[src/rtl/bus_transfer_arbiter_if.sv]
// rtl/bus_transfer_arbiter_if.sv - request/register-bus bundle between control logic, arbiter and register file
interface bus_transfer_arbiter_if #(
  parameter int DATA_WIDTH = 8,
  parameter int NUM_REQ    = 4,
  parameter int NUM_REG    = 8
);
  localparam int IDX_W = $clog2(NUM_REG);
  localparam int ID_W  = $clog2(NUM_REQ);

  logic [NUM_REQ-1:0]            i_req_valid;
  logic [NUM_REQ*IDX_W-1:0]      i_req_src;
  logic [NUM_REQ*IDX_W-1:0]      i_req_dst;
  logic [NUM_REQ-1:0]            o_req_ready;
  logic [NUM_REG*DATA_WIDTH-1:0] i_reg_bus;
  logic [DATA_WIDTH-1:0]         o_bus;
  logic [NUM_REG-1:0]            o_oe;
  logic [NUM_REG-1:0]            o_we;
  logic                          o_busy;
  logic                          o_done;
  logic [ID_W-1:0]               o_done_id;
  logic                          o_err;

  // Arbiter side: consumes requests and register outputs, drives enables and the bus
  modport master (
    input  i_req_valid, i_req_src, i_req_dst, i_reg_bus,
    output o_req_ready, o_bus, o_oe, o_we, o_busy, o_done, o_done_id, o_err
  );

  // Requester / register-file side
  modport slave (
    output i_req_valid, i_req_src, i_req_dst, i_reg_bus,
    input  o_req_ready, o_bus, o_oe, o_we, o_busy, o_done, o_done_id, o_err
  );
endinterface

[src/rtl/bus_transfer_arbiter.sv]
// rtl/bus_transfer_arbiter.sv - round-robin register-to-register move sequencer; BUS_ARB_FAST_XFER_EN drops the DRIVE state
module bus_transfer_arbiter #(
  parameter int DATA_WIDTH = 8,
  parameter int NUM_REQ    = 4,
  parameter int NUM_REG    = 8
) (
  input logic                    i_clk,
  input logic                    i_rst,
  bus_transfer_arbiter_if.master bus_if
);

  localparam int IDX_W = $clog2(NUM_REG);
  localparam int ID_W  = $clog2(NUM_REQ);
  // One extra bit so indices that do not fit the register count can be detected
  localparam logic [IDX_W:0] REG_LIMIT = (IDX_W+1)'(NUM_REG);

  typedef enum logic [1:0] {
    S_IDLE  = 2'd0,
    S_WRITE = 2'd2
`ifndef BUS_ARB_FAST_XFER_EN
    ,S_DRIVE = 2'd1
`endif
  } state_t;

  state_t            state_q, state_d;
  logic [ID_W-1:0]   ptr_q, ptr_d;
  logic [IDX_W-1:0]  src_q, dst_q;
  logic [ID_W-1:0]   id_q;
  logic              err_q;

  logic              found;
  logic [ID_W-1:0]   win;
  logic [ID_W-1:0]   cand;
  int                cand_int;
  logic [IDX_W-1:0]  src_sel, dst_sel;
  logic              bad_idx;
  logic              accept;

  logic [NUM_REQ-1:0]    ready;
  logic [NUM_REG-1:0]    oe, we, oe_dec, we_dec;
  logic [DATA_WIDTH-1:0] bus_v, src_data;
  logic                  done;

  // Round-robin search: first valid requester at or after the pointer
  always_comb begin
    found    = 1'b0;
    win      = '0;
    cand     = '0;
    cand_int = 0;
    for (int i = 0; i < NUM_REQ; i++) begin
      cand_int = (int'(ptr_q) + i) % NUM_REQ;
      cand     = ID_W'(cand_int);
      if (!found && bus_if.i_req_valid[cand]) begin
        found = 1'b1;
        win   = cand;
      end
    end
  end

  // Pick out the winner's src/dst fields and flag indices beyond the register count
  always_comb begin
    src_sel = '0;
    dst_sel = '0;
    for (int r = 0; r < NUM_REQ; r++) begin
      if (win == ID_W'(r)) begin
        src_sel = bus_if.i_req_src[r*IDX_W +: IDX_W];
        dst_sel = bus_if.i_req_dst[r*IDX_W +: IDX_W];
      end
    end
    bad_idx = ({1'b0, src_sel} >= REG_LIMIT) || ({1'b0, dst_sel} >= REG_LIMIT);
    accept  = (state_q == S_IDLE) && found;
    ptr_d   = (win == ID_W'(NUM_REQ-1)) ? '0 : win + 1'b1;
  end

  // Decode the latched indices into one-hot enables and the selected source data
  always_comb begin
    oe_dec   = '0;
    we_dec   = '0;
    src_data = '0;
    for (int k = 0; k < NUM_REG; k++) begin
      if (src_q == IDX_W'(k)) begin
        oe_dec[k] = 1'b1;
        src_data  = bus_if.i_reg_bus[k*DATA_WIDTH +: DATA_WIDTH];
      end
      if (dst_q == IDX_W'(k)) begin
        we_dec[k] = 1'b1;
      end
    end
  end

  // FSM next state and per-state outputs
  always_comb begin
    state_d = state_q;
    ready   = '0;
    oe      = '0;
    we      = '0;
    bus_v   = '0;
    done    = 1'b0;
    unique case (state_q)
      S_IDLE: begin
        if (found) begin
          // A reset in the same cycle must not look like a handshake
          ready[win] = ~i_rst;
          if (bad_idx) begin
            state_d = S_IDLE;
          end else begin
`ifdef BUS_ARB_FAST_XFER_EN
            state_d = S_WRITE;
`else
            state_d = S_DRIVE;
`endif
          end
        end
      end
`ifndef BUS_ARB_FAST_XFER_EN
      S_DRIVE: begin
        oe      = oe_dec;
        bus_v   = src_data;
        state_d = S_WRITE;
      end
`endif
      S_WRITE: begin
        oe      = oe_dec;
        bus_v   = src_data;
        we      = we_dec;
        done    = 1'b1;
        state_d = S_IDLE;
      end
      default: state_d = S_IDLE;
    endcase
  end

  // State, pointer and latched transfer registers
  always_ff @(posedge i_clk) begin
    if (i_rst) begin
      state_q <= S_IDLE;
      ptr_q   <= '0;
      src_q   <= '0;
      dst_q   <= '0;
      id_q    <= '0;
      err_q   <= 1'b0;
    end else begin
      state_q <= state_d;
      err_q   <= accept && bad_idx;
      if (accept) begin
        src_q <= src_sel;
        dst_q <= dst_sel;
        id_q  <= win;
        ptr_q <= ptr_d;
      end
    end
  end

  assign bus_if.o_req_ready = ready;
  assign bus_if.o_oe        = oe;
  assign bus_if.o_we        = we;
  assign bus_if.o_bus       = bus_v;
  assign bus_if.o_done      = done;
  assign bus_if.o_err       = err_q;
  assign bus_if.o_busy      = (state_q != S_IDLE);
  assign bus_if.o_done_id   = (done || err_q) ? id_q : '0;

endmodule

[src/flat_wrapper.sv]
// flat-port wrapper written by rule: the top's interface ports become plain ports
module bus_transfer_arbiter_flat 
#(
  parameter int DATA_WIDTH = 8,
  parameter int NUM_REQ    = 4,
  parameter int NUM_REG    = 8
)
  (i_clk, i_rst, bus_if_i_req_valid, bus_if_i_req_src, bus_if_i_req_dst, bus_if_i_reg_bus, bus_if_o_req_ready, bus_if_o_bus, bus_if_o_oe, bus_if_o_we, bus_if_o_busy, bus_if_o_done, bus_if_o_done_id, bus_if_o_err);
  bus_transfer_arbiter_if #(.DATA_WIDTH(DATA_WIDTH), .NUM_REQ(NUM_REQ), .NUM_REG(NUM_REG)) bus_if_i ();
  input logic i_clk;
  input logic i_rst;
  input wire logic [$bits(bus_if_i.i_req_valid)-1:0] bus_if_i_req_valid;
  input wire logic [$bits(bus_if_i.i_req_src)-1:0] bus_if_i_req_src;
  input wire logic [$bits(bus_if_i.i_req_dst)-1:0] bus_if_i_req_dst;
  input wire logic [$bits(bus_if_i.i_reg_bus)-1:0] bus_if_i_reg_bus;
  output wire logic [$bits(bus_if_i.o_req_ready)-1:0] bus_if_o_req_ready;
  output wire logic [$bits(bus_if_i.o_bus)-1:0] bus_if_o_bus;
  output wire logic [$bits(bus_if_i.o_oe)-1:0] bus_if_o_oe;
  output wire logic [$bits(bus_if_i.o_we)-1:0] bus_if_o_we;
  output wire logic [$bits(bus_if_i.o_busy)-1:0] bus_if_o_busy;
  output wire logic [$bits(bus_if_i.o_done)-1:0] bus_if_o_done;
  output wire logic [$bits(bus_if_i.o_done_id)-1:0] bus_if_o_done_id;
  output wire logic [$bits(bus_if_i.o_err)-1:0] bus_if_o_err;
  assign bus_if_i.i_req_valid = bus_if_i_req_valid;
  assign bus_if_i.i_req_src = bus_if_i_req_src;
  assign bus_if_i.i_req_dst = bus_if_i_req_dst;
  assign bus_if_i.i_reg_bus = bus_if_i_reg_bus;
  assign bus_if_o_req_ready = bus_if_i.o_req_ready;
  assign bus_if_o_bus = bus_if_i.o_bus;
  assign bus_if_o_oe = bus_if_i.o_oe;
  assign bus_if_o_we = bus_if_i.o_we;
  assign bus_if_o_busy = bus_if_i.o_busy;
  assign bus_if_o_done = bus_if_i.o_done;
  assign bus_if_o_done_id = bus_if_i.o_done_id;
  assign bus_if_o_err = bus_if_i.o_err;
  bus_transfer_arbiter #(.DATA_WIDTH(DATA_WIDTH), .NUM_REQ(NUM_REQ), .NUM_REG(NUM_REG)) u_core (.i_clk(i_clk), .i_rst(i_rst), .bus_if(bus_if_i));
endmodule
[config.mk]
export PLATFORM = sky130hd
export DESIGN_NAME = bus_transfer_arbiter_flat
export DESIGN_NICKNAME = d
export VERILOG_FILES = /design/src/rtl/bus_transfer_arbiter_if.sv /design/src/rtl/bus_transfer_arbiter.sv /design/src/flat_wrapper.sv
export SDC_FILE = /design/constraint.sdc
export NUM_CORES = 1
export LEC_CHECK = 0
export BUFFER_PORTS_ARGS = -buffer_cell sky130_fd_sc_hd__buf_2
export CORE_UTILIZATION = 44
export DETAILED_ROUTE_END_ITERATION = 12
export GPL_ROUTABILITY_DRIVEN = 0
export PLACE_DENSITY = 0.87
export SYNTH_ARGS = -nofsm -noshare
export SYNTH_HDL_FRONTEND = slang
export SYNTH_SLANG_ARGS = --single-unit
[constraint.sdc]
create_clock -name i_clk -period 3.4 [get_ports i_clk]
set_input_delay 0.34 -clock i_clk [delete_from_list [all_inputs] [get_ports i_clk]]
set_output_delay 0.34 -clock i_clk [all_outputs]
set_load 0.05 [all_outputs]
Word level (Yosys, flattened, before mapping)
Cells that the tools add are included.

storage, ports and cells
  input port bits = 94
  register bits after elaboration = 12
  logic and storage cells = 111
  output and inout port bits = 33

operators by class
  magnitude comparators = 6
  multiplexer cells = 60
  eq/ne operators = 20
  bitwise gates (word level) = 2
  $add $sub $neg = 4
  reduce and logical (&&, ||, !) cells = 14

operator list
  cell                                                                count
  two-way mux 8 bit                                                   11
  two-way mux 1 bit                                                   26
  equality test 3 bit (second input constant)                         8
  two-way mux 3 bit                                                   8
  less-than comparator 2 x 3 -> 1 bit (second input constant)         5
  two-way mux 2 bit                                                   7
  equality test 3 x 2 -> 1 bit (second input constant)                4
  binary-select mux 1 bit (select 2 bit)                              4
  two-way mux 4 bit                                                   2
  equality test 2 bit (second input constant)                         3
  equality test 3 x 1 -> 1 bit (second input constant)                2
  zero test 3 bit                                                     2
  logical AND 1 bit                                                   5
  adder 2 x 1 -> 2 bit (second input constant)                        2
  adder 2 bit (second input constant)                                 2
  bitwise AND 4 bit                                                   1
  equality test 2 x 1 -> 1 bit (second input constant)                2
  zero test 2 bit                                                     2
  case mux 2 bit (2 select lines)                                     1
  zero test 1 bit                                                     3
  demux 1 bit (select 2 bit)                                          1
  greater-or-equal comparator 2 x 1 -> 1 bit (second input constant)  1
  inequality test 2 x 1 -> 1 bit (second input constant)              1
  nonzero test 2 bit                                                  1
  2 further kinds                                                     2

Depth between registers and ports, before layout
Gate-level depths: netlist (run 1).

  depth in word-level cells = 19
  mapped depth = 11
  gate-level depth less buffers = 9

Worst setup path before layout (run 1)
Ideal clock, no wire load.

  kind = register to output
  start point = register u_core.state_q[1]
  end point = output port bus_if_o_bus[3]
  arrival time = 2.360 ns
  cell stages (with the launch flop) = 8
  required time = 3.060 ns
  buffers on the path = 1
  path slack = 0.700 ns
  cell sequence = dfxtp_1 > inv_1 > ha_1 > buf_2 > nand2_1 > nor2_1 > nand2_1 > o21ai_0

between the ends
  word-level cells in the longest chain between the ends = 3

RTL lines
  what                                                                        RTL line                     RTL
  start: declaration                                                          bus_transfer_arbiter.sv:25   state_t state_q, state_d;
  start signal: assignment                                                    bus_transfer_arbiter.sv:143  state_q <= state_d;
  equality test 2 bit / equality test 2 x 1 -> 1 bit (equally long branches)  bus_transfer_arbiter.sv:99   unique case (state_q)
  OR reduction 2 bit (no source line) (*)                                     n/a
  two-way mux 8 bit (*)                                                       bus_transfer_arbiter.sv:99
  end: declaration                                                            flat_wrapper.sv:17           output wire logic [$bits(bus_if_i.o_bus)-1:0] bus_if_o_bus;

Mark *: on every way between the ends. The rest lies on a longest branch, timed or not.

Worst setup path after layout (run 1)
  start point = register u_core.src_q[0]
  end point = output port bus_if_o_bus[7]

between the ends
  word-level cells in the longest chain between the ends = 10

RTL lines
  what                             RTL line                     RTL
  start: declaration               bus_transfer_arbiter.sv:27   logic [IDX_W-1:0] src_q, dst_q;
  start signal: assignment         bus_transfer_arbiter.sv:146  src_q <= src_sel;
  zero test 3 bit                  bus_transfer_arbiter.sv:81   if (src_q == IDX_W'(k)) begin
  two-way mux 8 bit (7 in series)  bus_transfer_arbiter.sv:81
  two-way mux 8 bit (*)            bus_transfer_arbiter.sv:81
  two-way mux 8 bit (*)            bus_transfer_arbiter.sv:99

Marked as above.

==> summary.md, run 1 <==
| Metric | Value |
|---|---|
| FMAX | `between 300 and 400 MHz` |
| DRT Wirelength | `between 4000 and 5000 um` |
| 1st-pass router iterations | `4` |
| Die W | `~64 um` |
| Skew-Pair Late Insertion Delay | `approximately 0.24 ns` |
| WL/cell | `between 10 and 15 um` |
| Dpl hpwl | `between 3000 and 4000 um` |
| Post-route minimum period | `~2.6 ns` |
| PortBufs | `between 100 and 150` |
| # diodes | `0` |
| Crit. End Element | `output pin` |
| EDFF count, synth | `0` |
| DRC | `0` |
| Core Area | `~3700 um2` |
| Root Buffer | `clkbuf_8` |
| Gate Count Post-Synth | `between 200 and 250` |
| HP Class | `primary input to register` |
| Layout cell share with drive strength beyond 1 | `roughly 39%` |
| Area of the mapped netlist | `1670 um2` |
| Unrepaired setup endpoints after global routing | `false` |
| Routed via count | `between 2000 and 2500` |
| Vias per std cell | `~5.4` |
| Worst rel slew slack | `43.2%` |
| Tcrit/Tclk final | `between 70% and 80%` |
| Antenna viol nets, final | `0` |
| Synth Register Bits | `12` |
| Total placed instance area | `between 2000 and 2500 um2` |
| Max rail drop VDD | `about 0.37 mV` |
| Fillers | `about 340` |
| Synthesized area per cell | `approximately 6.8 um2` |
| Data required, critical path | `roughly 3.1 ns` |
| Syn_nets | `349` |
| Post-cts repair resize count | `0` |
| Yosys top cell area share | `14.3%` |
| Commonest cells post-synth | `36 x a21oi_1, 27 x o21ai_0, 25 x nor2_1, 24 x nand2_1, 17 x mux2i_1` |
| Setup Crit Path Kind | `register to output pin` |
| Most frequent cell after synthesis | `a21oi_1` |
| Crit path DAT | `around 2.3 ns` |
| Setup Skew | `~0.0048 ns` |
| Final-report hold violation count | `0` |
| Worst slew pin tran | `0.851 ns` |
| Hold Buf Count CTS | `0` |
| TritonCTS Buffers | `3` |
| Top cell type by total area after synthesis | `dfxtp_1` |
| Die Y | `~64 um` |
| Sequential power share | `24.2%` |
| Async S/R FF share, synth | `0%` |
| CTS Sinks | `12` |
| Clock Path Buffers | `2` |
| Clk slew on worst S/H paths | `around 0.050 ns` |
| Top area cells in the synthesized netlist | `dfxtp_1 14%, a21oi_1 11%, mux2i_1 10%` |
| Inst Count DP | `around 410` |
| Core Rows | `22` |
| CP max FO | `39` |
| Starting DRT DRC Count | `153` |
| Top FF cell, synth | `dfxtp_1` |
| Int Pwr | `0.455 mW` |
| Initial antenna violation count | `0` |
| Netlist cell types | `37` |
| Status | `completed` |
| Register area share after synthesis | `around 14%` |
| Switching fraction of total power | `49.6%` |
| I/O pin total | `~130` |
| Synth Warn # | `0` |
| Post-CTS setup buffer count | `0` |
| Area of the die | `roughly 4100 um2` |
| Max-cap violations | `0` |
| Slew Limit Fails | `0` |
| Htree depth | `1` |
| Reg2reg setup slack | `~1.2 ns` |
| Final Cell Area | `about 2300 um2` |
| Combinational power share | `roughly three fifths` |
| Non-filler cells, final | `~410` |
| Clock power share | `approximately 14%` |
| CP Launch Type | `register` |
| Initial Util | `a little under half` |
| Psw | `roughly 0.45 mW` |
| CTS tree | `yes` |
| Leakage power | `approximately 1.1 nW` |
| Gr usage total | `between 20% and 30%` |
| Vias in the first global route | `about 2000` |
| Largest net degree at the start of global routing | `40` |
| Setup-failing EPs final | `0` |
| Synth-to-Final Area Change | `38.2%` |
| Global-route wire length before repair | `around 8100 um` |
| Nets | `464` |
| Pwr Density | `a little under 400 nW/um2` |
| Overflow after GRT | `0` |
| Setup TNS | `0 ns` |
## cells by family after synthesis
logic type               after synthesis  synth area share [%]
AO/OA/AOI/OAI                         87                  30.9
adder cells (fa/ha/maj)                7                  5.23
buffers and inverters                 30                  8.89
flip-flops                            12                  14.3
multiplexers                          21                  12.9
other                                  1                 0.224
AND/OR/NAND/NOR                       90                  27.6
## layout by cell type (no fill, tap or decap), types with 4 or more instances in the layout
cell type,n
ha_1,7
inv_1,14
buf_2,125
a21oi_1,36
a221oi_1,5
mux2i_1,17
a22oi_1,5
nor2_1,25
nand3b_1,4
nand2b_1,11
a211oi_1,4
nor2b_1,5
dfxtp_1,11
o221ai_1,5
mux2_2,4
o21ai_0,27
nand2_1,24
nor3_1,4
and2_1,7
## state kept, by name, summed over array words and instances (netlist names)
signal and flops:
u_core.state_q 2, u_core.src_q 3, u_core.dst_q 3, u_core.ptr_q 2, u_core.id_q 2
## metal layers
metal,vias to the layer above,global-route usage [%],wire length [um]
met2,88,46.3,2510
met5,-,0,0
met3,2,5.43,373
li1,1103,-,-
met1,1009,27.2,2100
met4,0,3.69,14
## path summary, 6_finish.rpt
path,start,cells past startpoint,to
max,u_core.src_q[0],5,bus_if_o_bus[7]
max reg2reg,u_core.ptr_q[1],9,u_core.src_q[0]
min,i_rst,2,u_core.src_q[2]
min reg2reg,u_core.id_q[1],2,u_core.id_q[1]
## power groups by stage
stage	Clock [mW]	Combinational, mW	Sequential [mW]
floorplan	0	0.466	0.177
global placement	0	0.547	0.217
detailed placement	0	0.554	0.220
CTS	0.128	0.555	0.217
global route	0.134	0.615	0.224
finish	0.127	0.558	0.218
## metrics by stage
stage / util [%] / worst slack [ns] / hold WS, ns / power (mW)
floorplan: - / 0.700 / 0.406 / 0.643
global placement: 62.1 / 1.10 / 0.443 / 0.764
detailed placement: 62.1 / 1.07 / 0.453 / 0.774
CTS: 63.2 / 0.806 / 0.347 / 0.901
global route: 63.2 / 0.611 / 0.345 / 0.973
finish: 63.2 / 0.790 / 0.350 / 0.903
## cell type report
cell class	count	area, um2	area share (%)
Clock buffer	3	41.3	1.78
Timing Repair Buffer	126	633	27.4
Tap cell	48	60.1	2.60
Sequential cell	12	241	10.4
Multi-Input combinational cell	206	1280	55.5
Inverter	14	52.6	2.27
## critical path, cell delays in order, from the launching register on
cell and delay [ns]:
dfxtp_2 0.88, nand2_1 0.22, nor2_2 0.34, a221oi_1 0.15, o21ai_0 0.15, buf_2 0.28
No activity file was read; power rests on OpenSTA's default activity.
==> run 2, diff against run 1 <==
CORE_UTILIZATION = 37   (was 44)
PLACE_DENSITY = 0.78   (was 0.87)
clock period = 2.35 ns   (was 3.4 ns; I/O delays follow)
==> summary.md, run 2 (synthesized netlist as in run 1, its figures left out) <==
| Metric | Value |
|---|---|
| Final setup slack of the worst path | `0.120 ns (-0.670 ns)` |
| Antenna viol nets, final | `0 (unchanged)` |
| Skew-Pair Late Insertion Delay | `0.24 ns (about the same)` |
| Core Rows | `24 (+9.1%)` |
| Routed via count | `2198 (-0.18%)` |
| Root Buffer | `clkbuf_8` |
| Slew Limit Fails | `0 (unchanged)` |
| Crit path DAT | `2.00 ns (-0.27 ns)` |
| Crit-path cells | `mux2i_1 > nor2_1 > nor3_2 > inv_1 > ha_1 > and2_1 > buf_2` |
| Initial Util | `38.4% (-7.3 points)` |
| Nets | `470 (+1.3%)` |
| Data required, critical path | `2.12 ns (-0.94 ns)` |
| Htree depth | `1 (unchanged)` |
| Crit path largest cell delay | `0.38 ns (-0.50 ns)` |
| Max-cap violations | `0 (unchanged)` |
| Clock Path Buffers | `2 (unchanged)` |
| Max rail drop VDD | `0.379 mV (+1.3%)` |
| Status | `completed` |
| Non-filler cells, final | `420 (+2.7%)` |
| Clk slew on worst S/H paths | `0.06 ns (about the same)` |
| Synth-to-Final Area Change | `44.8%` |
| DRC | `0 (unchanged)` |
| Hold Buf Count CTS | `0 (unchanged)` |
| CTS tree | `yes` |
| Total placed instance area | `2340 um2 (+2.9%)` |
| Critical path's top delay family | `simple AND/OR/NAND/NOR gates` |
| Vias in the first global route | `2025 (+1.4%)` |
| Largest net degree at the start of global routing | `36 (-10%)` |
| Gr usage total | `21.3% (-2.9 points)` |
| Setup Skew | `0.00130 ns (-0.00346 ns)` |
| Most common cell after layout, fill and taps aside | `buf_2` |
| Vias per std cell | `5.23 (-2.8%)` |
| CTS Sinks | `12 (unchanged)` |
| Final Cell Area | `2420 um2 (+4.8%)` |
| Place WS | `0.201 ns (-0.872 ns)` |
| I/O pin total | `127 (unchanged)` |
| WL/cell | `12.5 um (+2.4%)` |
| Area of the die | `4800 um2 (+18%)` |
| Pwr Density | `580 nW/um2 (+49%)` |
| TritonCTS Buffers | `3 (unchanged)` |
| Global-route wire length before repair | `8660 um (+6.8%)` |
| CP Launch Type | `register` |
| PortBufs | `125 (unchanged)` |
| Final-report hold violation count | `0 (unchanged)` |
| Core Area | `4350 um2 (+19%)` |
| HP Class | `primary input to register` |
| FMAX | `between 400 and 500 MHz` |
| Overflow after GRT | `0 (unchanged)` |
| # diodes | `0 (unchanged)` |
| Inst Count DP | `415 (+2.2%)` |
| Final core occ | `55.7% (-7.5 points)` |
| Initial antenna violation count | `0 (unchanged)` |
| Leakage power | `1.19 nW (+4.0%)` |
| Post-route minimum period | `approximately 2.2 ns` |
| Crit. End Element | `output pin` |
| Total power | `1.41 mW (+56%)` |
| Starting DRT DRC Count | `35 (-77%)` |
| DRT Wirelength | `5250 um (+5.2%)` |
| Setup-failing EPs final | `0 (unchanged)` |
| Die W | `69.3 um (+8.8%)` |
| Regs by FF count | `u_core.dst_q: 3 flops, u_core.src_q: 3 flops` |
| Slowest-stage cell, CP | `dfxtp_2` |
| Commonest non-fill, non-tap cells in the layout | `124 x buf_2, 36 x a21oi_1, 27 x o21ai_0` |
| Tcrit/Tclk final | `roughly 95%` |
| Dpl hpwl | `4150 um (+5.2%)` |
| CP bufs+invs | `2 (+1)` |
| 1st-pass router iterations | `4 (unchanged)` |
| Setup Crit Path Kind | `register to output pin` |
| CP max FO | `7 (-82%)` |
| Worst hold margin | `0.242 ns (-0.108 ns)` |
| Die Y | `69.3 um (+8.8%)` |
| Unrepaired setup endpoints after global routing | `false` |
| Setup TNS | `0 ns (unchanged)` |
| Layout cell share with drive strength beyond 1 | `42.1% (+3.1 points)` |
run 2: cell count changes in the layout (fill, tap and decap cells not counted), moves of 2 or more:
cell,delta
buf_4,+5
nor3_2,+2
nor3_1,-2
nor2_2,+2
ha_1,-2
nor2_1,-2
run 2: final timing paths:
check	from	endpoint	slack, ns	cells past startpoint
worst min-delay path	i_rst	u_core.ptr_q[1]	0.24	2
worst max-delay path	u_core.ptr_q[1]	bus_if_o_req_ready[0]	0.12	7
worst min register to register	u_core.id_q[1]	u_core.id_q[1]	0.46	2
worst max register to register	u_core.ptr_q[1]	u_core.dst_q[1]	0.39	10
run 2: what timing repair did:
item	in CTS	in global routing
setup buffers	0	1
gates resized for setup	1	6
endpoints found under the setup margin	1	11
pin swaps	0	1
run 2: metal layers:
layer | vias to the layer above | track usage [%] | routed length, um | part of all wire, %
met1 | 986 | 25.8 | 2240 | 43
met5 | - | 0 | 0 | 0
met2 | 82 | 37.6 | 2560 | 49
met4 | 0 | 6.58 | 76 | 1.4
met3 | 11 | 4.22 | 377 | 7.2
li1 | 1119 | - | - | -
run 2: power breakdown:
| group | switching, mW | internal (mW) |
|---|---|---|
| Combinational | 0.550 | 0.345 |
| Clock | 0.0821 | 0.148 |
| Sequential | 0.0437 | 0.238 |
| Total | 0.676 | 0.731 |
run 2: layout make-up:
cell class                      instances  area, um2
Timing Repair Buffer                  132        693
Multi-Input combinational cell        206       1320
Sequential cell                        12        243
Tap cell                               52       65.1
Inverter                               14       52.6
Fill cell                             443       1930
Clock buffer                            4       55.1
run 2: worst register-to-register path: stages (launching register included):
cell	delay, ns
dfxtp_2	0.35
nand2b_1	0.14
a21oi_1	0.26
nor3_2	0.10
buf_4	0.14
ha_1	0.22
buf_4	0.18
a21oi_1	0.12
o21ai_0	0.09
a22oi_1	0.16
a21oi_1	0.09
==> run 3, diff against run 2 <==
BUFFER_PORTS_ARGS = not set   (was -buffer_cell sky130_fd_sc_hd__buf_2)
CORE_UTILIZATION = 53   (was 37)
DONT_BUFFER_PORTS = 1   (was not set)
PLACE_DENSITY = 0.71   (was 0.78)
==> summary.md, run 3 (synthesized netlist as in run 1, its figures left out) <==
| Metric | Value |
|---|---|
| Clock power share | `10.5% (-5.9 points)` |
| Crit-path cells | `nand2_1 > nor2_2 > a221oi_1 > o21ai_0 > buf_4` |
| Leakage power | `0.784 nW (-34%)` |
| Data required, critical path | `2.12 ns (about the same)` |
| Vias in the first global route | `1520 (-25%)` |
| Slew Limit Fails | `0 (unchanged)` |
| # diodes | `0 (unchanged)` |
| FMAX | `459 MHz (+2.4%)` |
| Area of the die | `3390 um2 (-29%)` |
| Fillers | `295 (-33%)` |
| Non-filler cells, final | `313 (-25%)` |
| CTS Sinks | `12 (unchanged)` |
| Total placed instance area | `1910 um2 (-19%)` |
| Vias per std cell | `5.75 (+9.9%)` |
| Max-cap violations | `0 (unchanged)` |
| Max rail drop VDD | `0.410 mV (+8.0%)` |
| Multi-input logic area | `1330 um2 (+0.76%)` |
| 1st-pass router iterations | `5 (+1)` |
| TritonCTS Buffers | `3 (unchanged)` |
| Int Pwr | `0.611 mW (-16%)` |
| Crit. End Element | `output pin` |
| CP max FO | `13 (+6)` |
| Clock Path Buffers | `2 (unchanged)` |
| Final-report hold violation count | `0 (unchanged)` |
| Pwr Density | `634 nW/um2 (+9.2%)` |
| Psw | `0.635 mW (-6.0%)` |
| Largest net degree at the start of global routing | `22 (-39%)` |
| Final Cell Area | `1970 um2 (-19%)` |
| Register area | `241 um2 (-0.52%)` |
| Initial antenna violation count | `0 (unchanged)` |
| Tcrit/Tclk final | `92.7% (-2.2 points)` |
| Combinational power share | `67.0% (+3.4 points)` |
| Switching fraction of total power | `51.0% (+2.9 points)` |
| Gr usage total | `24.6% (+3.3 points)` |
| CP Launch Type | `register` |
| Core Rows | `20 (-17%)` |
| Skew-Pair Late Insertion Delay | `0.27 ns (+0.03 ns)` |
| Synth-to-Final Area Change | `17.5%` |
| Routed via count | `1800 (-18%)` |
| Starting DRT DRC Count | `171 (+390%)` |
| Htree depth | `1 (unchanged)` |
| Dpl hpwl | `3500 um (-16%)` |
| HP Class | `primary input to register` |
| Post-CTS setup buffer count | `0 (unchanged)` |
| PortBufs | `0 (-100%)` |
| Slowest-stage cell, CP | `dfxtp_1` |
| Global-route wire length before repair | `6600 um (-24%)` |
| Initial Util | `55.3% (+17 points)` |
| Worst rel slew slack | `around 54%` |
| Sequential power share | `22.6% (+2.6 points)` |
| Antenna viol nets, final | `0 (unchanged)` |
| Layout cell share with drive strength beyond 1 | `20.8% (-21 points)` |
| Regs by FF count | `u_core.dst_q: 3 flops, u_core.src_q: 3 flops` |
| Reg2Reg Depth | `9 (-1)` |
| Clk slew on worst S/H paths | `0.08 ns (+0.02 ns)` |
| Core Area | `3030 um2 (-30%)` |
| Crit path DAT | `1.94 ns (-0.06 ns)` |
| Inst Count DP | `309 (-26%)` |
| Setup Skew | `0.00358 ns (+0.00228 ns)` |
| Root Buffer | `clkbuf_4` |
| Min-Delay Path Depth | `1 (-1)` |
| Status | `completed` |
| Post-route minimum period | `2.18 ns (-0.0514 ns)` |
| WL/cell | `14.3 um (+15%)` |
| Setup Crit Path Kind | `register to output pin` |
| CTS tree | `yes` |
| DRC | `0 (unchanged)` |
| Crit path largest cell delay | `0.57 ns (+0.19 ns)` |
| Most common cell after layout, fill and taps aside | `a21oi_1` |
| Nets | `372 (-21%)` |
| Setup-failing EPs final | `0 (unchanged)` |
| Worst slew pin tran | `~0.68 ns` |
| DRT Wirelength | `4480 um (-15%)` |
| Commonest non-fill, non-tap cells in the layout | `36 x a21oi_1, 32 x buf_4, 26 x o21ai_0` |
| Overflow after GRT | `0 (unchanged)` |
| I/O pin total | `127 (unchanged)` |
| Die W | `58.2 um (-16%)` |
| Die Y | `58.2 um (-16%)` |
[run 3: cell types whose count changed in the layout (fill, tap and decap cells not counted), moves of 2 or more]
cell,before,now
and2_1,7,5
buf_2,124,0
buf_4,6,32
clkbuf_4,1,3
clkbuf_8,4,0
[run 3: timing repair]
action                                  in CTS  in global routing
hold endpoints to repair                     0                  3
hold buffers                                 0                  1
endpoints found under the setup margin       2                  4
pin swaps                                    0                  1
gates resized for setup                      4                  5
[run 3: final timing paths]
| kind | startpoint | endpoint | slack (ns) |
|---|---|---|---|
| setup reg to reg | u_core.ptr_q[1] | u_core.dst_q[0] | 0.39 |
| setup / recovery | u_core.src_q[1] | bus_if_o_bus[3] | 0.17 |
| hold / removal | i_rst | u_core.state_q[1] | 0.01 |
| hold reg to reg | u_core.id_q[1] | u_core.id_q[1] | 0.46 |
[run 3: per-layer routing]
metal  share of wire [%]  wire length, um  global-route usage [%]  up-vias
met1                  43             1910                    30.9      805
met3                 6.6              296                    5.58        4
met5                   0                0                       0        -
met4                0.80               36                    5.44        0
met2                  50             2240                    42.9       70
li1                    -                -                       -      921
[run 3: critical path, delay by kind of cell, from the launching register on]
family,cells,cell delay [ns]
compound gates,2,0.35
buf+inv,1,0.23
flops,1,0.57
simple gates,2,0.51
[run 3: power groups by stage]
| stage | Combinational (mW) | Sequential (mW) | Clock, mW |
|---|---|---|---|
| finish | 0.834 | 0.281 | 0.131 |
| global route | 0.911 | 0.288 | 0.143 |
| CTS | 0.816 | 0.280 | 0.132 |
| detailed placement | 0.808 | 0.285 | 0 |
| global placement | 0.802 | 0.284 | 0 |
| floorplan | 0.675 | 0.258 | 0 |
[run 3: layout make-up]
| type | instances | share of cell area [%] |
|---|---|---|
| multi-input cells | 206 | 67.4 |
| repair buffers | 34 | 13.7 |
| flip-flops and latches | 12 | 12.3 |
| well taps | 44 | 2.80 |
| clock buffers | 3 | 1.15 |
| inverters | 14 | 2.67 |
[run 3: metrics by stage]
step / TNS (ns) / hold slack, ns / power, mW / utilization [%] / setup slack (ns)
3_3_place_gp: 0 / 0.305 / 1.09 / 62.9 / 0.306
6_report: 0 / 0.0146 / 1.25 / 65.0 / 0.171
3_5_place_dp: 0 / 0.304 / 1.09 / 62.9 / 0.213
5_1_grt: -0.0161 / 0.00441 / 1.34 / 65.0 / -0.0161
4_1_cts: 0 / 0.0107 / 1.23 / 64.0 / 0.0409
2_1_floorplan: 0 / 0.301 / 0.933 / - / 0.0325
